==> config.mk <==
export PLATFORM = sky130hd
export DESIGN_NAME = dmem_arbiter
export DESIGN_NICKNAME = d
export VERILOG_FILES = /design/src/rtl/dmem_arbiter.sv
export SDC_FILE = /design/constraint.sdc
export NUM_CORES = 1
export LEC_CHECK = 0
export BUFFER_PORTS_ARGS = -buffer_cell sky130_fd_sc_hd__buf_4
export CAP_MARGIN = 25
export CELL_PAD_IN_SITES_DETAIL_PLACEMENT = 0
export CELL_PAD_IN_SITES_GLOBAL_PLACEMENT = 1
export CORE_MARGIN = 8
export CORE_UTILIZATION = 34
export CTS_CLUSTER_SIZE = 14
export DETAILED_ROUTE_END_ITERATION = 12
export PLACE_DENSITY_LB_ADDON = 0.3
export SYNTH_ARGS = -nofsm -noshare
export SYNTH_HDL_FRONTEND = slang
export SYNTH_SLANG_ARGS = --single-unit
==> constraint.sdc <==
create_clock -name clk -period 2.1 [get_ports clk]
set_input_delay 0.105 -clock clk [delete_from_list [all_inputs] [get_ports clk]]
set_output_delay 0.105 -clock clk [all_outputs]
set_load 0.01 [all_outputs]
==> src/rtl/dmem_arbiter.sv <==
// dmem_arbiter: arbitrates CPU and host accesses onto one data-memory SRAM port.
//   CPU-first policy with a bounded host wait (HOST_WAIT_MAX refusals, then one forced host slot).
//   Ports: clk/rst (sync, active-high); enable; cpu_req/wen/addr/wdata -> cpu_stall, cpu_rdata/rvalid;
//   host_req/wen/addr/wdata -> host_gnt, host_rdata/rvalid; mem_addr/wen/ren/wdata -> SRAM, mem_rdata <- SRAM.
//   Optional macro DMEM_ARB_STATS_EN adds saturating stall_cnt and conflict_cnt outputs.
module dmem_arbiter #(
   parameter int ADDR_W        = 10,
   parameter int DATA_W        = 32,
   parameter int HOST_WAIT_MAX = 4
) (
   input  logic              clk,
   input  logic              rst,
   input  logic              enable,
   input  logic              cpu_req,
   input  logic              cpu_wen,
   input  logic [ADDR_W-1:0] cpu_addr,
   input  logic [DATA_W-1:0] cpu_wdata,
   output logic              cpu_stall,
   output logic [DATA_W-1:0] cpu_rdata,
   output logic              cpu_rvalid,
   input  logic              host_req,
   input  logic              host_wen,
   input  logic [ADDR_W-1:0] host_addr,
   input  logic [DATA_W-1:0] host_wdata,
   output logic              host_gnt,
   output logic [DATA_W-1:0] host_rdata,
   output logic              host_rvalid,
   output logic [ADDR_W-1:0] mem_addr,
   output logic              mem_wen,
   output logic              mem_ren,
   output logic [DATA_W-1:0] mem_wdata,
   input  logic [DATA_W-1:0] mem_rdata
`ifdef DMEM_ARB_STATS_EN
   ,
   output logic [31:0]       stall_cnt,
   output logic [31:0]       conflict_cnt
`endif
);
   typedef enum logic {CPU_PRIO, HOST_FORCE} state_t;
   state_t            state, state_nx;
   logic [7:0]        hwait, hwait_nx;
   logic              cpu_act, cpu_gnt, host_refused, wait_full;
   logic              rd_cpu, rd_host;
   logic [DATA_W-1:0] cpu_rdata_q, host_rdata_q;
   always_comb begin
      cpu_act      = cpu_req & enable;
      cpu_gnt      = cpu_act & (state == CPU_PRIO);
      host_gnt     = host_req & ~cpu_gnt;
      cpu_stall    = cpu_act & ~cpu_gnt;
      mem_addr     = cpu_gnt ? cpu_addr  : host_gnt ? host_addr  : '0;
      mem_wdata    = cpu_gnt ? cpu_wdata : host_gnt ? host_wdata : '0;
      mem_wen      = cpu_gnt ? cpu_wen   : host_gnt & host_wen;
      mem_ren      = cpu_gnt ? ~cpu_wen  : host_gnt & ~host_wen;
      // a host refusal can only happen in CPU_PRIO, where the CPU took the slot
      host_refused = host_req & cpu_gnt;
      wait_full    = hwait == 8'(HOST_WAIT_MAX - 1);
      state_nx     = (host_refused & wait_full) ? HOST_FORCE : CPU_PRIO;
      hwait_nx     = (host_refused & ~wait_full) ? hwait + 8'd1 : 8'd0;
   end
   // rst also masks the pulse combinationally so a reset in the data cycle drops it
   assign cpu_rvalid  = rd_cpu & ~rst;
   assign host_rvalid = rd_host & ~rst;
   assign cpu_rdata   = cpu_rvalid  ? mem_rdata : cpu_rdata_q;
   assign host_rdata  = host_rvalid ? mem_rdata : host_rdata_q;
   always_ff @(posedge clk) begin
      if (rst) begin
         state        <= CPU_PRIO;
         hwait        <= '0;
         rd_cpu       <= 1'b0;
         rd_host      <= 1'b0;
         cpu_rdata_q  <= '0;
         host_rdata_q <= '0;
      end else begin
         state        <= state_nx;
         hwait        <= hwait_nx;
         rd_cpu       <= cpu_gnt & ~cpu_wen;
         rd_host      <= host_gnt & ~host_wen;
         cpu_rdata_q  <= cpu_rdata;
         host_rdata_q <= host_rdata;
      end
   end
`ifdef DMEM_ARB_STATS_EN
   always_ff @(posedge clk) begin
      if (rst) begin
         stall_cnt    <= '0;
         conflict_cnt <= '0;
      end else begin
         if (cpu_stall && !(&stall_cnt)) stall_cnt <= stall_cnt + 32'd1;
         if (cpu_act && host_req && !(&conflict_cnt)) conflict_cnt <= conflict_cnt + 32'd1;
      end
   end
`endif
endmodule

==> results.tsv <==
stage	metric	value	unit
synth	async_flop_share	0	
floorplanning	start_util	0.346	
global_route	grt_max_degree	44	
synth	synth_area_leaders	dfxtp_1 35%, mux2_4 17%, mux2i_1 15%	
worst_setup_path	cp.arrival	1610	ps
detailed_routing	wl_per_cell	16.0	um
global_route	grt_pass1_vias	4332	
detailed_routing	final_antenna_net_count	0	
clocking	postCtsHoldBufs	2	
detailed_routing	dr.pass1.iters	4	
worst_setup_path	slowest_delay	390	ps
sta	clock-skew-final	8.93	ps
place	gp_congestion	0.755	
worst_setup_path	crit_family	buffers and inverters	
worst_hold_path	holdCritPathClass	in -> reg	
detailed_routing	wirelength	14000	um
sta	tightest_slew	609	ps
sta	max_freq	582	MHz
floorplanning	coreArea	12500	um^2
worst_setup_path	path_cells	nor2b_4 -> buf_4 -> mux2_2 -> buf_4	
clocking	cts_sinks	75	
clocking	cts_tree	yes	
global_route	grt_antenna_before_repair	0	
synth	ys_types	30	
pwr	power.density	578	nW/um^2
floorplanning	pin_count	235	
clocking	clk_latency	330	ps
sta	slew_headroom	0.594	
sta	tns	0	ps
synth	yosys.cell_count.top_type	nand2_1	
worst_setup_path	endpoint_kind	primary output	
synth	netlist_area	4330	um^2
floorplanning	dieArea	16600	um^2
global_route	grt-ovfl-total	0	
pwr	peakVddDrop	0.381	mV
finish	antennaDiodeCount	0	
finish	area.growth.synth_to_final	49.4	%
outcome	status	completed	
synth	syn_inst	478	
sta	period_share	0.819	
synth	yosysTopAreaCell	dfxtp_1	
pwr	total_power	3.73	mW
synth	synth_top_area_frac	0.347	
sta	rsz0062_at_grt	false	
clocking	clockRootBuffer	clkbuf_16	
global_route	grt_pass1_wl	21700	um
sta	whs	39.3	ps
sta	maxSlewViolCount	0	
worst_setup_path	worst-setup-path-type	reg -> out	
finish	drive_above_1_share	0.469	
finish	fillCellCount	1198	
worst_setup_path	cp_max_fo	17	
synth	yosysWarnings	0	
global_route	groute.usage.overall	0.163	
detailed_routing	num_vias	4115	
pwr	p_leak	3.15	nW
synth	avgSynthCellArea	9.05	um^2
worst_setup_path	crit_path_frequent_cell	buf_4	
synth	yosysSeqAreaShare	0.347	
run	drv_cap	0	
detailed_routing	route.detailed.drc	0	
sta	hold_viol_final	0	
synth	synth_edf_count	0	
clocking	cts_resized	0	
floorplanning	fp.dieW	129	um
clocking	clockBufferDepth	2	
place	numPortBuffers	234	
worst_setup_path	critPathLaunch	rd_host$_SDFF_PP0_	
detailed_routing	vias_per_cell	4.71	
synth	yosys-top-cells-count	88 x nand2_1, 75 x dfxtp_1, 71 x nor2_1	
finish	fin_nets	822	
clocking	cts_inserted_buffers	9	
floorplanning	rows	41	
clocking	ctsHtreeMaxLevel	3	
sta	setup_viol	0	
sta	fin_crit	1720	ps
worst_hold_path	min-delay-start	mem_rdata[18]	
detailed_routing	drt_iter0_markers	118	
worst_setup_path	slowest_stage	mux2_2	
worst_setup_path	crit_buf_inv	2	
synth	synth_ff_type	dfxtp_1	
clocking	clk_pin_slew	60	ps
floorplanning	fp.dieH	129	um
worst_setup_path	r2r-start	hwait[0]$_SDFF_PP0_	
synth	synth-seq-cells	75	
worst_setup_path	critPathLaunchType	register	
place	hpwlAfterDp	11000	um
worst_setup_path	required	2000	ps
clocking	post_cts_buffers	0	
synth	postSynthNetCount	602	
-- per-stage QoR --
stage / utilization / instances / worst slack [ps] / area, um^2
floorplan: - / 478 / 805 / 4330
global placement: 0.491 / 857 / 496 / 6150
detailed placement: 0.491 / 857 / 461 / 6150
CTS: 0.516 / 874 / 354 / 6460
global route: 0.516 / 874 / 310 / 6460
finish: 0.516 / 874 / 381 / 6460
-- where the power goes --
group	total (mW)	internal (mW)	switching (mW)
Sequential	1.47	1.46	0.0173
Clock	1.50	0.917	0.585
Combinational	0.759	0.420	0.339
-- logic make-up (layout without fill, tap and decap cells) --
kind of cell,Yosys count,after routing,share of synthesized area
simple gates,220,220,0.217
mux,128,128,0.356
flops,75,75,0.347
buf+inv,43,267,0.0587
compound gates,8,8,0.0116
xor+xnor,3,3,0.00608
fa+ha+maj,1,1,0.00289
-- worst paths after layout --
path	endpoint	slack, ps	cells past startpoint
setup / recovery	host_rdata[15]	380	4
setup reg to reg	hwait[4]$_SDFF_PP0_	660	4
hold / removal	host_rdata_q[18]$_SDFF_PP0_	40	3
hold reg to reg	hwait[0]$_SDFF_PP0_	460	1
-- sequential cells by signal, indices dropped and copies added, names as in the netlist --
| signal | flops |
|---|---|
| host_rdata_q | 32 |
| rd_cpu | 1 |
| state | 1 |
| cpu_rdata_q | 32 |
| hwait | 8 |
| rd_host | 1 |
-- cells in the final DEF, fill, tap and decap left out, types with 2 or more instances in the layout --
cell / synthesis / layout
inv_6: 0 / 2
a21oi_1: 2 / 2
mux2i_1: 64 / 64
nor2_1: 71 / 71
or3_1: 5 / 5
nor3_1: 2 / 2
mux2_4: 48 / 48
o21ai_0: 4 / 4
inv_1: 4 / 4
xnor2_1: 2 / 2
nand3_1: 46 / 46
dlygate4sd3_1: 0 / 2
nand2_1: 88 / 88
buf_4: 0 / 246
mux2_2: 15 / 15
clkinv_2: 0 / 2
dfxtp_2: 0 / 2
clkbuf_16: 0 / 9
dfxtp_1: 75 / 73
-- worst min-delay path, stage by stage --
cell     delay [ps]
buf_4            90
mux2i_1          60
nor2_1           70
-- per-layer routing --
metal	wire length (um)	part of all wire	up-vias	global-route usage
met3	1440	0.10	13	0.0679
met4	176	0.013	0	0.0511
met2	7180	0.51	167	0.300
met1	5220	0.37	1893	0.162
li1	-	-	2042	-
met5	0	0	-	0
-- cell type report --
class                   instances  area, um^2  share of cell area
repair buffers                248        1870               0.289
multi-input cells             360        2570               0.398
clock buffers                   9         225              0.0349
well taps                     172         215              0.0333
flip-flops and latches         75        1500               0.233
inverters                       4        15.0             0.00232
clock inverters                 6        65.1              0.0101
Note: power is estimated with default switching activity, not from simulation.
